<file path="src/rtl/fetch_pkg.sv">
// fetch_pkg: types and constants shared by the fetch queue unit and its buffer.
//   ibus_req_t  - request channel to the instruction bus (valid, addr)
//   ibus_resp_t - response channel from the instruction bus (addr_ok, data_ok, data)
//   fq_entry_t  - one fetch queue slot (pc, instr, filled, adel)
//   DEFAULT_RESET_PC - fetch address used after reset unless overridden
package fetch_pkg;

  localparam logic [31:0] DEFAULT_RESET_PC = 32'hbfc0_0000;

  typedef struct packed {
    logic        valid;
    logic [31:0] addr;
  } ibus_req_t;

  typedef struct packed {
    logic        addr_ok;
    logic        data_ok;
    logic [31:0] data;
  } ibus_resp_t;

  typedef struct packed {
    logic [31:0] pc;
    logic [31:0] instr;
    logic        filled;
    logic        adel;
  } fq_entry_t;

endpackage

</file>
<file path="src/rtl/fetch_queue_buf.sv">
// fetch_queue_buf: DEPTH-entry in-order fetch queue storage.
// Entries are allocated at the tail when a fetch is issued, completed in
// allocation order through the fill pointer, and popped from the head.
// Ports:
//   clk, resetn  - clock and synchronous active-low reset
//   flush        - drop every entry and rewind all pointers (wins over all else)
//   alloc        - write alloc_entry at the tail
//   alloc_entry  - entry to allocate (filled=1 for address-error entries)
//   fill         - complete the oldest unfilled entry with fill_data
//   fill_data    - instruction word returned by the bus
//   pop          - remove the head entry
//   head_entry   - current head slot, read straight from storage
//   pending      - number of allocated entries still waiting for bus data
//   full         - all DEPTH slots are allocated
module fetch_queue_buf
  import fetch_pkg::*;
#(
  parameter int DEPTH = 4,
  localparam int PTR_W = $clog2(DEPTH)
) (
  input  logic           clk,
  input  logic           resetn,
  input  logic           flush,
  input  logic           alloc,
  input  fq_entry_t      alloc_entry,
  input  logic           fill,
  input  logic [31:0]    fill_data,
  input  logic           pop,
  output fq_entry_t      head_entry,
  output logic [PTR_W:0] pending,
  output logic           full
);

  localparam int CNT_W = PTR_W + 1;
  localparam logic [PTR_W-1:0] PTR_ONE  = PTR_W'(1);
  localparam logic [CNT_W-1:0] CNT_ONE  = CNT_W'(1);
  localparam logic [CNT_W-1:0] CNT_FULL = CNT_W'(DEPTH);

  fq_entry_t        entries_q [DEPTH];
  fq_entry_t        entries_d [DEPTH];
  logic [PTR_W-1:0] head_q, head_d;
  logic [PTR_W-1:0] tail_q, tail_d;
  logic [PTR_W-1:0] fill_q, fill_d;
  logic [CNT_W-1:0] count_q, count_d;
  logic [CNT_W-1:0] pending_q, pending_d;
  logic             alloc_pend;

  // Next-state for storage and pointers. Alloc, fill and pop never touch the
  // same slot in one cycle: alloc writes an unallocated slot, fill writes an
  // unfilled one and pop removes a filled one. Popping clears the filled bit
  // so a stale slot cannot look valid once the head wraps back onto it.
  always_comb begin
    entries_d  = entries_q;
    head_d     = head_q;
    tail_d     = tail_q;
    fill_d     = fill_q;
    count_d    = count_q;
    pending_d  = pending_q;
    alloc_pend = alloc & ~alloc_entry.filled;
    if (flush) begin
      for (int i = 0; i < DEPTH; i++) begin
        entries_d[i] = '0;
      end
      head_d    = '0;
      tail_d    = '0;
      fill_d    = '0;
      count_d   = '0;
      pending_d = '0;
    end else begin
      if (alloc) begin
        entries_d[tail_q] = alloc_entry;
        tail_d            = tail_q + PTR_ONE;
      end
      if (fill) begin
        entries_d[fill_q].instr  = fill_data;
        entries_d[fill_q].filled = 1'b1;
        fill_d                   = fill_q + PTR_ONE;
      end
      if (pop) begin
        entries_d[head_q].filled = 1'b0;
        head_d                   = head_q + PTR_ONE;
      end
      case ({alloc, pop})
        2'b10:   count_d = count_q + CNT_ONE;
        2'b01:   count_d = count_q - CNT_ONE;
        default: count_d = count_q;
      endcase
      case ({alloc_pend, fill})
        2'b10:   pending_d = pending_q + CNT_ONE;
        2'b01:   pending_d = pending_q - CNT_ONE;
        default: pending_d = pending_q;
      endcase
    end
  end

  always_ff @(posedge clk) begin
    if (!resetn) begin
      for (int i = 0; i < DEPTH; i++) begin
        entries_q[i] <= '0;
      end
      head_q    <= '0;
      tail_q    <= '0;
      fill_q    <= '0;
      count_q   <= '0;
      pending_q <= '0;
    end else begin
      for (int i = 0; i < DEPTH; i++) begin
        entries_q[i] <= entries_d[i];
      end
      head_q    <= head_d;
      tail_q    <= tail_d;
      fill_q    <= fill_d;
      count_q   <= count_d;
      pending_q <= pending_d;
    end
  end

  assign head_entry = entries_q[head_q];
  assign pending    = pending_q;
  assign full       = (count_q == CNT_FULL);

endmodule

</file>
<file path="src/rtl/fetch_queue_unit.sv">
// fetch_queue_unit: pipelined instruction fetch with a DEPTH-entry queue.
// Issues in-order requests on the ibus (addr_ok/data_ok handshake, several
// requests in flight), buffers the returned words with their PCs and hands
// them to decode through valid/ready. A redirect flushes the queue; responses
// for flushed requests are counted in discard_cnt and dropped on arrival.
// Optional feature macro: FETCH_QUEUE_PERF_EN (accept/discard counters).
// Ports:
//   clk, resetn        - clock and synchronous active-low reset
//   redirect_valid     - flush and restart fetch at redirect_pc
//   redirect_pc        - new fetch address
//   ireq               - request to the instruction bus
//   iresp              - addr_ok / data_ok / data from the instruction bus
//   out_valid          - head entry is complete
//   out_ready          - decode takes the head this cycle
//   out_pc, out_instr  - PC and instruction of the head entry
//   out_adel           - head entry is a misaligned-fetch address error
//   perf_fetch_cnt     - accepted requests (0 without FETCH_QUEUE_PERF_EN)
//   perf_discard_cnt   - dropped responses (0 without FETCH_QUEUE_PERF_EN)
module fetch_queue_unit
  import fetch_pkg::*;
#(
  parameter logic [31:0] RESET_PC = DEFAULT_RESET_PC,
  parameter int DEPTH = 4,
  localparam int PTR_W = $clog2(DEPTH)
) (
  input  logic        clk,
  input  logic        resetn,
  input  logic        redirect_valid,
  input  logic [31:0] redirect_pc,
  output ibus_req_t   ireq,
  input  ibus_resp_t  iresp,
  output logic        out_valid,
  input  logic        out_ready,
  output logic [31:0] out_pc,
  output logic [31:0] out_instr,
  output logic        out_adel,
  output logic [31:0] perf_fetch_cnt,
  output logic [31:0] perf_discard_cnt
);

  localparam int DISC_W = $clog2(2 * DEPTH + 1);
  localparam logic [DISC_W-1:0] DISC_ONE = DISC_W'(1);

  logic [31:0]       fetch_pc_q, fetch_pc_d;
  logic              halted_q, halted_d;
  logic [DISC_W-1:0] discard_q, discard_d;

  logic              issue_ok;
  logic              misaligned;
  logic              accept;
  logic              adel_alloc;
  logic              discard_hit;
  logic              q_alloc;
  fq_entry_t         q_alloc_entry;
  logic              q_fill;
  logic              q_pop;
  fq_entry_t         q_head;
  logic [PTR_W:0]    q_pending;
  logic              q_full;

  // Issue and queue control. A misaligned fetch_pc never reaches the bus:
  // it becomes an already-complete address-error entry and halts issue.
  // A response is dropped when older discards are owed, or when it lands in
  // a redirect cycle, since then it belongs to an entry being flushed.
  always_comb begin
    issue_ok    = resetn & ~redirect_valid & ~halted_q & ~q_full;
    misaligned  = (fetch_pc_q[1:0] != 2'b00);
    ireq.valid  = issue_ok & ~misaligned;
    ireq.addr   = fetch_pc_q;
    accept      = ireq.valid & iresp.addr_ok;
    adel_alloc  = issue_ok & misaligned;
    discard_hit = iresp.data_ok & ((discard_q != '0) | redirect_valid);
    q_fill      = iresp.data_ok & ~discard_hit;
    q_pop       = q_head.filled & out_ready & ~redirect_valid;
    q_alloc     = accept | adel_alloc;
    q_alloc_entry.pc     = fetch_pc_q;
    q_alloc_entry.instr  = '0;
    q_alloc_entry.filled = adel_alloc;
    q_alloc_entry.adel   = adel_alloc;
  end

  // Fetch PC, halt flag and discard count. On a redirect every entry still
  // waiting for data is turned into an owed discard; the optional decrement
  // covers a response consumed as a discard in the same cycle.
  always_comb begin
    fetch_pc_d = fetch_pc_q;
    halted_d   = halted_q;
    discard_d  = discard_q;
    if (redirect_valid) begin
      fetch_pc_d = redirect_pc;
      halted_d   = 1'b0;
      discard_d  = discard_q + DISC_W'(q_pending);
    end else if (accept) begin
      fetch_pc_d = fetch_pc_q + 32'd4;
    end else if (adel_alloc) begin
      halted_d = 1'b1;
    end
    if (discard_hit) begin
      discard_d = discard_d - DISC_ONE;
    end
  end

  always_ff @(posedge clk) begin
    if (!resetn) begin
      fetch_pc_q <= RESET_PC;
      halted_q   <= 1'b0;
      discard_q  <= '0;
    end else begin
      fetch_pc_q <= fetch_pc_d;
      halted_q   <= halted_d;
      discard_q  <= discard_d;
    end
  end

  fetch_queue_buf #(
    .DEPTH(DEPTH)
  ) u_buf (
    .clk         (clk),
    .resetn      (resetn),
    .flush       (redirect_valid),
    .alloc       (q_alloc),
    .alloc_entry (q_alloc_entry),
    .fill        (q_fill),
    .fill_data   (iresp.data),
    .pop         (q_pop),
    .head_entry  (q_head),
    .pending     (q_pending),
    .full        (q_full)
  );

  // Head fields are masked while the head is incomplete so decode never sees
  // stale data from a previously popped slot.
  always_comb begin
    out_valid = q_head.filled;
    out_pc    = q_head.filled ? q_head.pc : '0;
    out_instr = q_head.filled ? q_head.instr : '0;
    out_adel  = q_head.filled & q_head.adel;
  end

`ifdef FETCH_QUEUE_PERF_EN
  logic [31:0] perf_fetch_q, perf_fetch_d;
  logic [31:0] perf_discard_q, perf_discard_d;

  // Free-running wrapping event counters, cleared only by reset.
  always_comb begin
    perf_fetch_d   = perf_fetch_q + (accept ? 32'd1 : 32'd0);
    perf_discard_d = perf_discard_q + (discard_hit ? 32'd1 : 32'd0);
  end

  always_ff @(posedge clk) begin
    if (!resetn) begin
      perf_fetch_q   <= '0;
      perf_discard_q <= '0;
    end else begin
      perf_fetch_q   <= perf_fetch_d;
      perf_discard_q <= perf_discard_d;
    end
  end

  assign perf_fetch_cnt   = perf_fetch_q;
  assign perf_discard_cnt = perf_discard_q;
`else
  assign perf_fetch_cnt   = '0;
  assign perf_discard_cnt = '0;
`endif

endmodule

</file>
<file path="config.mk">
export PLATFORM = sky130hd
export DESIGN_NAME = fetch_queue_unit
export DESIGN_NICKNAME = d
export VERILOG_FILES = /design/src/rtl/fetch_pkg.sv /design/src/rtl/fetch_queue_buf.sv /design/src/rtl/fetch_queue_unit.sv
export SDC_FILE = /design/constraint.sdc
export NUM_CORES = 1
export LEC_CHECK = 0
export CAP_MARGIN = 20
export CORE_MARGIN = 1
export CORE_UTILIZATION = 50
export CTS_CLUSTER_SIZE = 12
export DETAILED_ROUTE_END_ITERATION = 12
export GPL_ROUTABILITY_DRIVEN = 1
export PLACE_DENSITY = 0.83
export SYNTH_ARGS = -nofsm -noshare
export SYNTH_HDL_FRONTEND = slang
export SYNTH_SLANG_ARGS = --single-unit
</file>
<file path="constraint.sdc">
create_clock -name clk -period 4.72 [get_ports clk]
set_clock_uncertainty 0.1 [all_clocks]
set_input_delay 0.472 -clock clk [delete_from_list [all_inputs] [get_ports clk]]
set_output_delay 0.472 -clock clk [all_outputs]
set_load 0.005 [all_outputs]
</file>
# After elaboration in Yosys (flattened, before gate mapping)
# Index checks and enable logic that the tools add are counted.
dict set report totals {
  regBits 313
  in_bits 70
  output_inout_bits 163
  word_cells 108
}
dict set report classes {
  n_addsub 10
  magnitude_cmp 6
  n_eq_ne 5
  mux 28
  n_bitwise 25
  reduce_logical 10
}
# operator n
set op_table {}
lappend op_table {{two-way mux 264 bit} 5}
lappend op_table {{bitwise mux 264 bit} 4}
lappend op_table {{demux 66 bit (select 2 bit)} 4}
lappend op_table {{two-way mux 66 bit} 3}
lappend op_table {{binary-select mux 66 bit (select 2 bit)} 1}
lappend op_table {{two-way mux 32 bit} 4}
lappend op_table {{two-way mux 34 bit} 1}
lappend op_table {{adder 32 x 3 -> 32 bit (second input constant)} 1}
lappend op_table {{AND 1 bit} 12}
lappend op_table {{case mux 3 bit (2 select lines)} 2}
lappend op_table {{greater-or-equal comparator 3 bit (second input constant)} 3}
lappend op_table {{less-than comparator 3 x 1 -> 1 bit (second input constant)} 3}
lappend op_table {{inverter 2 -> 3 bit} 3}
lappend op_table {{two-way mux 4 bit} 2}
lappend op_table {{inverter 1 bit} 8}
lappend op_table {{nonzero test 2 bit} 4}
lappend op_table {{adder 2 x 1 -> 2 bit (second input constant)} 3}
lappend op_table {{adder 3 x 1 -> 3 bit (second input constant)} 2}
lappend op_table {{subtractor 3 x 1 -> 3 bit (second input constant)} 2}
lappend op_table {{adder 4 x 3 -> 4 bit} 1}
lappend op_table {{equality test 2 x 1 -> 1 bit (second input constant)} 2}
lappend op_table {{equality test 2 bit (second input constant)} 2}
lappend op_table {{two-way mux 2 bit} 2}
lappend op_table {{nonzero test 4 bit} 1}
lappend op_table {{6 further kinds} 9}

# Longest topological paths before layout
# Gate-level depths: netlist (run 1).
dict set report depth {
  ltp_word 15
  depth_mapped 12
}

# By module
# A second synthesis (run 1) with hierarchy kept.
dict set report hier_totals {
  cells_unflattened 1872
  hier_area_um2 15549.9
}
# module n_inst cells_each area_per_inst_um2 seq_area_each_um2
set modules_own_cells {}
lappend modules_own_cells {fetch_queue_buf 1 1462 12379.4 5525.3}
lappend modules_own_cells {fetch_queue_unit 1 410 3170.5 740.7}

# Worst setup path after synthesis (run 1)
# Ideal clock, no wire load.
dict set report synth_timing {
  path_kind {in2reg}
  from {input redirect_valid}
  to {register u_buf.pending_q[2] (netlist: u_buf.pending[2])}
  arrival_ps 2665
  t_required_ps 4550
  setup_slack_ps 1884
  cell_stages 12
  n_path_buf 3
  path_cell_list {buf_6 > or3b_1 > buf_6 > nor3_1 > clkinv_1 > clkbuf_1 > ha_1 > inv_1 > fa_1 > xor2_1 > or3_1 > a21oi_1}
}
dict set report synth_between {
  elab_chain_cells 10
}
# item line_no
set synth_lines {}
lappend synth_lines {{from (decl)} fetch_queue_unit.sv:28} ;# input logic redirect_valid,
lappend synth_lines {{inverter 1 bit} fetch_queue_unit.sv:66} ;# issue_ok = resetn & ~redirect_valid & ~halted_q & ~q_full;
lappend synth_lines {{AND 1 bit (3 in a row)} fetch_queue_unit.sv:66}
lappend synth_lines {{AND 1 bit} fetch_queue_unit.sv:68} ;# ireq.valid = issue_ok & ~misaligned;
lappend synth_lines {{AND 1 bit} fetch_queue_unit.sv:70} ;# accept = ireq.valid & iresp.addr_ok;
lappend synth_lines {{OR 1 bit} fetch_queue_unit.sv:75} ;# q_alloc = accept | adel_alloc;
lappend synth_lines {{AND 1 bit} fetch_queue_buf.sv:59} ;# alloc_pend = alloc & ~alloc_entry.filled;
lappend synth_lines {{equality test 2 x 1 -> 1 bit / equality test 2 bit (equally long branches)} fetch_queue_buf.sv:88} ;# case ({alloc_pend, fill})
lappend synth_lines {{case mux 3 bit (2 select lines) / nonzero test 2 bit (equally long branches)} --}
lappend synth_lines {{to (signal assigned)} fetch_queue_buf.sv:114} ;# pending_q <= pending_d;
lappend synth_lines {{to (decl)} fetch_queue_buf.sv:45} ;# logic [CNT_W-1:0] pending_q, pending_d;
# Parallel ways exist; a longest one is shown, timed or not.
# A chain may end at the register's enable or synchronous reset.

# Final worst setup path (run 1)
dict set report layout_timing {
  from {register u_buf.head_q[0]}
  to {output out_instr[22]}
}
dict set report layout_between {
  elab_chain_cells 5
}
# item line_no
set layout_lines {}
lappend layout_lines {{from (decl)} fetch_queue_buf.sv:41} ;# logic [PTR_W-1:0] head_q, head_d;
lappend layout_lines {{from (signal assigned)} fetch_queue_buf.sv:101} ;# head_q <= '0;
lappend layout_lines {{from (signal assigned)} fetch_queue_buf.sv:110} ;# head_q <= head_d;
lappend layout_lines {{inverter 2 -> 3 bit (implied by the code)} fetch_queue_buf.sv:118} ;# assign head_entry = entries_q[head_q];
lappend layout_lines {{binary-select mux 66 bit (select 2 bit)} fetch_queue_buf.sv:118}
lappend layout_lines {{two-way mux 66 bit (implied by the code) (2 in a row)} fetch_queue_buf.sv:118}
lappend layout_lines {{two-way mux 32 bit} fetch_queue_unit.sv:136} ;# out_instr = q_head.filled ? q_head.instr : '0;
lappend layout_lines {{to (decl)} fetch_queue_unit.sv:35} ;# output logic [31:0] out_instr,
# Every way passes these cells. The select of a mux whose other input is x is not followed.

==> results of run 1 <==
## worst max-delay path, delay by kind of cell, from the launching register on
family | cells | cell delay [ns]
buf+inv | 2 | 1.27
flops | 1 | 0.64
mux | 1 | 0.66
simple gates | 1 | 0.16
## cells by family (layout without fill, tap and decap cells)
| group | Yosys count | in the layout | synth area share [%] |
|---|---|---|---|
| adders and majority gates | 22 | 22 | 2.08 |
| xor gates and xnor gates | 13 | 13 | 0.793 |
| AOI/OAI and AO/OA | 342 | 342 | 15.1 |
| and+or+nand+nor | 615 | 615 | 18.9 |
| other | 1 | 65 | 0.0261 |
| buffers and inverters | 233 | 278 | 8.00 |
| muxes | 82 | 82 | 11.4 |
| DFF | 313 | 313 | 43.7 |
## cell type report
class	instances	area (µm²)	share of cell area [%]
diodes	1	2.50	0.0146
repair buffers	200	1950	11.4
well taps	378	473	2.76
flip-flops and latches	313	6270	36.6
clock inverters	9	91.3	0.533
multi-input cells	1138	7310	42.7
clock buffers	44	938	5.48
inverters	25	93.8	0.548
## worst max path at each step
stage / endpoint / depth (start not counted)
floorplan: u_buf.pending[2]$_SDFFE_PP0P_ / 12
global placement: u_buf.pending[2]$_SDFFE_PP0P_ / 11
detailed placement: u_buf.pending[2]$_SDFFE_PP0P_ / 11
CTS: out_adel / 5
global route: out_instr[22] / 4
finish: out_instr[22] / 4
## per-layer routing
metal | wire length (µm) | vias to the layer above | track usage (%)
met5 | 0 | - | 0
met4 | 1310 | 0 | 10.9
met3 | 3750 | 116 | 5.55
met2 | 19000 | 699 | 46.3
met1 | 15200 | 5934 | 32.4
li1 | - | 5678 | -
## where the power goes
part | internal, mW | switching (mW)
logic | 0.236 | 0.319
registers | 2.69 | 0.0861
clock network | 1.45 | 1.05
## cell usage after synthesis (all sizes together), types with 3 or more instances
library cell / count / area, µm²
or4: 6 / 48.8
nor4b: 4 / 60.1
a31oi: 8 / 50.1
inv: 24 / 90.1
buf: 80 / 573
a32oi: 3 / 26.3
xnor2: 9 / 78.8
or3: 3 / 18.8
dfxtp: 313 / 6270
a221oi: 7 / 61.3
mux2i: 10 / 100
nand4: 12 / 75.1
mux2: 7 / 78.8
a22oi: 133 / 998
xor2: 4 / 35.0
nand2: 298 / 1120
mux4: 65 / 1460
a211o: 3 / 26.3
clkbuf: 128 / 482
fa: 3 / 60.1
o211ai: 4 / 30.0
ha: 19 / 238
nor2b: 66 / 413
nor4bb: 4 / 40.0
a211oi: 6 / 45.0
a21oi: 152 / 761
and2: 3 / 18.8
nor2: 174 / 653
nand3: 19 / 95.1
o21ai: 14 / 70.1
nor4: 6 / 37.5
nor3: 12 / 65.1
o311ai: 6 / 52.6
==> run metrics, run 1 <==
RSZ-0062 raised after global routing=false; share of cells above drive strength 1=10.1%; Worst Tran Pin Value=1.10 ns; I/O Buffers=around 170; FF-to-FF setup slack=1.64 ns; Post-DP HPWL=around 24,000 µm; GP Congestion=~0.84; Antenna Violating Nets Remaining=0; first drt pass iteration count=7; CTS Hold Bufs=0; max incr delay on CP=0.82 ns; Critical Path AT=around 3.3 ns; clock buffer depth=3; largest net degree at the start of global routing=between 70 and 80; Slew Viols, Final=0; DP Area=about 16,000 µm²; Post-synth ARST share=0%; cts repair resizes=0; Area growth, synth to finish=19.4%; vias=12,400; commonest non-fill, non-tap cell in the layout=dfxtp_1; critical path class=flop to output pin; grt ovf=0; crit path launch=u_buf.head_q[0]$_SDFFE_PP0N_; Die ar.=29,400 µm²; max cap viols=0; Tcrit/Tclk final=81.2%; DRC viols=0; row count=61; WHS Path Cells=2; core area=28,000 µm²; status=finished, final reports clean; Mapped Cells=approximately 1,600; nets=1,804; Max Freq=0.261 GHz; synth unique cells=just over 50; Starting Density=between 50 and 60%; slew margin rel.=26.9%; vias per cell=5.90; clk root buf=clkbuf_16; # Post-CTS Setup Buffers=0; vias in the first global route=12,000; Seq/Total Area, Yosys=43.7%; Reg clk slew, reported paths=roughly 0.06 ns; Min Clock Period, post-route=approximately 3.8 ns; cell area after synthesis=14,400 µm²; fin cells=2,108; final setup fails=0; Slowest-stage cell, CP=buf_4; Leak=5.51 nW; worst skew pair latency=~0.52 ns; IO Count=approximately 230; final worst slack=0.889 ns; worst min path class=flop to flop; final hold vios=0; worst hold slack=roughly 0.35 ns; Worst Path Required=4.15 ns; Primary FF master, synth=dfxtp_1; r2r startpoint=u_buf.count_q[0]$_SDFFE_PP0P_; Mapped Avg Cell Area=just under 9 µm²; Total GRT Usage=26.8%; Post-Route Utilization=61.2%; register bit total from synthesis=313; number of buffers created by CTS=34; DP Worst Slack=approximately 1.0 ns; final std cell area, no fill=about 17,000 µm²; CTS tree=done; first-pass GRT wire length=between 60,000 and 70,000 µm; WL final=39,200 µm; drt initial violations=1,355; H-tree Lvls=2; crit path max fanout=50; worst reg2reg endpoint=u_buf.pending[2]$_SDFFE_PP0P_; average wire per standard cell=between 15 and 20 µm; Die Ht=171 µm; most frequent cells in the layout=dfxtp_1, nand2_1, nor2_1; antenna violations before repair=1; VDD IR max=229 µV; setup TNS=0 ns; fill count=roughly 2,300; Final Total Pwr=5.84 mW; worst-path cell chain=buf_4 > mux4_2 > nor2b_1 > clkdlybuf4s50_1; worst reg2reg path depth=10; Cells after DPL=2,052; die width=171 µm; number of synthesized flops with an enable pin=0; CP startpoint kind=flop; clk sinks=313; synth warn=0; CP endpoint kind=output pin; Power Dens Cells=341 nW/µm²
(Power assumes the default switching activity.)
==> run 2: changes to the inputs <==
--- a/config.mk
+++ b/config.mk
@@ -7,11 +7,11 @@
 export LEC_CHECK = 0
 export CAP_MARGIN = 20
 export CORE_MARGIN = 1
-export CORE_UTILIZATION = 50
+export CORE_UTILIZATION = 49
 export CTS_CLUSTER_SIZE = 12
 export DETAILED_ROUTE_END_ITERATION = 12
 export GPL_ROUTABILITY_DRIVEN = 1
-export PLACE_DENSITY = 0.83
+export PLACE_DENSITY = 0.85
 export SYNTH_ARGS = -nofsm -noshare
 export SYNTH_HDL_FRONTEND = slang
 export SYNTH_SLANG_ARGS = --single-unit
==> constraint.sdc (replaced) <==
create_clock -name clk -period 3.08 [get_ports clk]
set_clock_uncertainty 0.1 [all_clocks]
set_input_delay 0.308 -clock clk [delete_from_list [all_inputs] [get_ports clk]]
set_output_delay 0.308 -clock clk [all_outputs]
set_load 0.005 [all_outputs]
==> run metrics, run 2 (synthesis results as in run 1) <==
row count=62 (+1.6%); CTS tree=done; Antenna Violating Nets Remaining=0 (unchanged); worst-path cell chain=buf_12 > mux4_2 > nor2b_1 > clkdlybuf4s50_1; max cap viols=0 (unchanged); number of buffers created by CTS=34 (unchanged); Post-DP HPWL=24,600 µm (+1.8%); Min Clock Period, post-route=2.95 ns; Critical Path AT=2.54 ns (-0.72 ns); final setup fails=0 (unchanged); sequential share of power=47.4% (-0.2 points); IO Count=233 (unchanged); setup TNS=0 ns (unchanged); largest net degree at the start of global routing=73 (-2.7%); max incr delay on CP=0.56 ns (-0.26 ns); # Post-CTS Setup Buffers=0 (unchanged); GP Congestion=0.864 (+2.5%); CP endpoint kind=output pin; drt initial violations=1,363 (+0.59%); Worst Path Required=2.67 ns (-1.48 ns); vias per cell=6.01 (+2.0%); Area growth, synth to finish=20.5%; nets=1,817 (+0.72%); Comb pwr share=9.8% (+0.3 points); crit path max fanout=41 (-18%); Psw=2.18 mW (+50%); WL final=40,900 µm (+4.1%); Total GRT Usage=26.5% (-0.35 points); die width=173 µm (+1.0%); first drt pass iteration count=8 (+1); Max Freq=0.339 GHz; VDD IR max=344 µV (+50%); I/O Buffers=168 (unchanged); DRC viols=0 (unchanged); Starting Density=49.9% (-1.4 points); critical path class=flop to output pin; register area=6270 µm² (unchanged); Die Ht=173 µm (+1.0%); average wire per standard cell=19.2 µm (+3.2%); Slew Viols, Final=0 (unchanged); grt ovf=0 (unchanged); multi-input logic area=7290 µm² (-0.27%); clock buffer depth=3 (unchanged); worst skew pair latency=0.50 ns (-0.02 ns); Clk pwr share=42.8% (about the same); antenna violations before repair=1 (unchanged); worst min path class=input port to flop; Reg clk slew, reported paths=0.06 ns (about the same); switching portion of total power=24.4% (-0.59 points); H-tree Lvls=2 (unchanged); Final Total Pwr=8.95 mW (+53%); most frequent cells in the layout=dfxtp_1, nand2_1, nor2_1; core area=28,800 µm² (+2.7%); CP startpoint kind=flop; share of cells above drive strength 1=10.6% (+0.44 points); clk root buf=clkbuf_16; first-pass GRT wire length=64,300 µm (+3.6%); status=finished, final reports clean; vias in the first global route=12,400 (+3.3%); CTS Hold Bufs=0 (unchanged); Tcrit/Tclk final=95.7%; fill count=2,341 (+4.0%); final hold vios=0 (unchanged); Leak=5.58 nW (+1.4%); worst hold slack=0.184 ns (-0.168 ns); RSZ-0062 raised after global routing=false; slew margin rel.=40.8% (+14 points); vias=12,800 (+2.9%); Power Dens Cells=518 nW/µm² (+52%); Slowest-stage cell, CP=mux4_2; Die ar.=30,000 µm² (+2.0%); internal power=6.77 mW (+55%); clk sinks=313 (unchanged); Worst Tran Pin Value=0.887 ns (-0.209 ns); commonest non-fill, non-tap cell in the layout=dfxtp_1
[run 2: cell count changes in the layout (fill, tap and decap cells not counted)]
cell and change:
buf_12 +5, buf_2 -2, clkinv_8 -1, clkbuf_1 +4
nor2_4 -4, buf_6 +1, clkinvlp_4 -1, clkinv_2 -2
nor2_2 +4, inv_6 -1, buf_4 +9, clkbuf_16 +1
[run 2: routing by layer]
metal	global-route usage (%)	up-vias	wire, µm
met4	13.5	0	1780
met1	31.9	6127	15200
li1	-	5707	-
met3	5.96	163	4210
met2	44.3	795	19600
met5	0	-	0
[run 2: layout make-up]
type,instances,share of cell area (%)
antenna,1,0.0145
clock buffer,49,5.66
clock inverter,4,0.282
inverter,25,0.543
multi-input combinational,1138,42.2
sequential,313,36.3
tap,384,2.78
timing repair buffer,213,12.3
[run 2: what timing repair did]
item                                    4_1_cts  5_1_grt
gates resized for setup                       0        1
endpoints found under the setup margin        0        3
hold endpoints to repair                      0        0
[run 2: power by group through the flow]
stage	Clock (mW)	Sequential [mW]	Combinational, mW
4_1_cts	3.87	4.24	0.866
6_report	3.83	4.24	0.878
5_1_grt	4.02	4.25	0.949
3_5_place_dp	0	4.33	0.860
2_1_floorplan	0	4.27	0.576
3_3_place_gp	0	4.32	0.836
[run 2: worst paths after layout]
kind | cells after the start | slack, ns | endpoint | start
max | 4 | 0.13 | out_pc[21] | u_buf.head_q[0]$_SDFFE_PP0N_
min | 5 | 0.18 | u_buf.fill_q[1]$_SDFFE_PP0N_ | redirect_valid
max reg2reg | 5 | 0.38 | fetch_pc_q[21]$_SDFFE_PN0N_ | fetch_pc_q[0]$_SDFFE_PN0P_
min reg2reg | 2 | 0.35 | flop | flop
[run 2: metrics by stage]
| step | setup WS (ns) | cells | cell area, µm² | util (%) |
|---|---|---|---|---|
| 2_1_floorplan | 0.323 | 1684 | 14600 | - |
| 4_1_cts | 0.0522 | 2126 | 17300 | 60.1 |
| 6_report | 0.132 | 2127 | 17300 | 60.1 |
| 5_1_grt | 0.0439 | 2126 | 17300 | 60.1 |
| 3_3_place_gp | 0.204 | 2073 | 16300 | 56.5 |
| 3_5_place_dp | 0.142 | 2073 | 16300 | 56.5 |
[run 2: worst max-delay path, delay by kind of cell, from the launching register on]
| kind | cells | cell delay (ns) |
|---|---|---|
| buffers and inverters | 2 | 0.81 |
| multiplexers | 1 | 0.56 |
| flip-flops | 1 | 0.46 |
| AND/OR/NAND/NOR | 1 | 0.18 |
==> run 3: changes to the inputs <==
--- a/config.mk
+++ b/config.mk
@@ -11,6 +11,7 @@
 export CTS_CLUSTER_SIZE = 12
 export DETAILED_ROUTE_END_ITERATION = 12
 export GPL_ROUTABILITY_DRIVEN = 1
+export GPL_TIMING_DRIVEN = 0
 export PLACE_DENSITY = 0.85
 export SYNTH_ARGS = -nofsm -noshare
 export SYNTH_HDL_FRONTEND = slang
==> run metrics, run 3 (synthesis results as in run 1) <==
status=finished, final reports clean; max incr delay on CP=0.53 ns (-0.03 ns); Post-DP HPWL=30,300 µm (+23%); drt initial violations=1,707 (+25%); GP Congestion=0.901 (+4.2%); nets=1,979 (+8.9%); max cap viols=0 (unchanged); Critical Path AT=2.63 ns (+0.09 ns); WL final=43,600 µm (+6.7%); DP Area=16,700 µm² (+3.0%); commonest non-fill, non-tap cell in the layout=dfxtp_1; n_diodes=0 (-1); Worst Tran Pin Value=0.952 ns (+0.0650 ns); Max Freq=0.329 GHz (-3.0%); Cells after DPL=2,235 (+7.8%); Die Ht=173 µm (unchanged); final std cell area, no fill=17,900 µm² (+3.7%); Starting Density=49.9% (unchanged); Hold Path Origin=redirect_valid; multi-input logic area=7220 µm² (-0.99%); final hold vios=0 (unchanged); number of buffers created by CTS=34 (unchanged); Worst Path Required=2.67 ns (about the same); vias=13,500 (+5.6%); CTS Hold Bufs=0 (unchanged); CP endpoint kind=output pin; Top delay family on crit path=buffers and inverters; share of cells above drive strength 1=12.1% (+1.6 points); r2r startpoint=fetch_pc_q[1]$_SDFFE_PN0P_; critical path class=flop to output pin; Post-Route Utilization=62.3% (+2.2 points); Min Clock Period, post-route=3.04 ns (+0.0898 ns); WHS Path Cells=4 (-1); first-pass GRT wire length=68,100 µm (+5.9%); average wire per standard cell=19.0 µm (-0.96%); RSZ-0062 raised after global routing=false; clk sinks=313 (unchanged); CP startpoint kind=flop; worst reg2reg path depth=8 (+3); I/O Buffers=167 (-0.60%); slew margin rel.=36.0% (-4.8 points); FF-to-FF setup slack=0.09 ns (-0.29 ns); vias in the first global route=13,100 (+5.2%); register area=6270 µm² (about the same); clk root buf=clkbuf_16; crit path max fanout=10 (-76%); Power Dens Cells=504 nW/µm² (-2.7%); H-tree Lvls=2 (unchanged); VDD IR max=347 µV (+1.1%); antenna violations before repair=0 (-1); Die ar.=30,000 µm² (unchanged); Reg clk slew, reported paths=0.06 ns (about the same); Area growth, synth to finish=24.9%; fill count=2,259 (-3.5%); hold-critical path endpoint=discard_q[2]$_SDFF_PN0_; worst skew pair latency=0.53 ns (+0.03 ns); worst reg2reg endpoint=fetch_pc_q[26]$_SDFFE_PN1N_; grt ovf=0 (unchanged); Critical path buffers and inverters=4 (+2); crit path launch=u_buf.head_q[0]$_SDFFE_PP0N_; die width=173 µm (unchanged); vias per cell=5.90 (-1.9%); worst-path cell chain=buf_6 > mux2i_1 > mux2_2 > clkbuf_8 > clkbuf_4 > nor2b_1 > clkdlybuf4s50_1; clock buffer depth=3 (unchanged); largest net degree at the start of global routing=17 (-77%); CTS tree=done; Total GRT Usage=28.3% (+1.8 points); first drt pass iteration count=6 (-2); Tcrit/Tclk final=98.6% (+2.9 points); IO Count=233 (unchanged); Slowest-stage cell, CP=clkdlybuf4s50_1; most frequent cells in the layout=dfxtp_1, nand2_1, nor2_1; fin cells=2,291 (+7.7%); row count=62 (unchanged); DRC viols=0 (unchanged); core area=28,800 µm² (unchanged); final setup fails=0 (unchanged); Leak=5.91 nW (+5.9%); setup TNS=0 ns (unchanged); Antenna Violating Nets Remaining=0 (unchanged); Slew Viols, Final=0 (unchanged); worst min path class=input port to flop
==> run 3: per-stage QoR <==
stage / total power [mW] / setup WS (ns) / hold WS (ns)
floorplan: 4.84 / 0.323 / 0.330
finish: 9.03 / 0.0418 / 0.156
global route: 9.27 / 0.0148 / 0.205
detailed placement: 5.23 / -0.606 / 0.343
global placement: 5.20 / -0.556 / 0.338
CTS: 9.01 / 0.00370 / 0.153
==> run 3: layout make-up <==
class / count / area share [%]
plain buffers: 206 / 6.48
clock buffers: 51 / 5.22
clock inverters: 5 / 0.426
inverters: 25 / 0.531
multi-input cells: 1138 / 40.3
flip-flops and latches: 313 / 35.0
well taps: 384 / 2.68
repair buffers: 169 / 9.40
==> run 3: how the worst max path moves through the flow <==
stage	end	slack [ns]	cells past startpoint
after detailed placement	out_instr[16]	-0.61	7
after global placement	out_instr[16]	-0.56	7
after global routing	out_instr[12]	0.01	7
after CTS	out_pc[22]	0.004	5
final	out_instr[12]	0.04	7
after floorplan	u_buf.pending[2]$_SDFFE_PP0P_	0.32	11
==> run 3: power breakdown <==
group          total, mW  switching [mW]  internal, mW  leakage [nW]
clock               3.83            1.64          2.19         0.486
combinational      0.989           0.569         0.420          2.90
sequential          4.21          0.0862          4.12          2.53
==> run 3: metal layers <==
| layer | wire length (µm) | vias to the layer above | GRT usage [%] |
|---|---|---|---|
| met5 | 0 | - | 0 |
| met4 | 1490 | 0 | 12.3 |
| met3 | 4640 | 149 | 5.83 |
| met2 | 21100 | 970 | 47.7 |
| met1 | 16400 | 6367 | 35.0 |
| li1 | - | 6026 | - |
==> run 3: worst min-delay path: stages <==
cell and delay (ns):
buf_6 0.10, mux2i_1 0.11, xnor2_1 0.14, nor2_1 0.07
==> run 3: what timing repair did <==
action | in CTS | in global routing
cloned | 0 | 0
setup buffers | 1 | 0
gates resized for setup | 63 | 17
setup endpoints to repair | 70 | 52
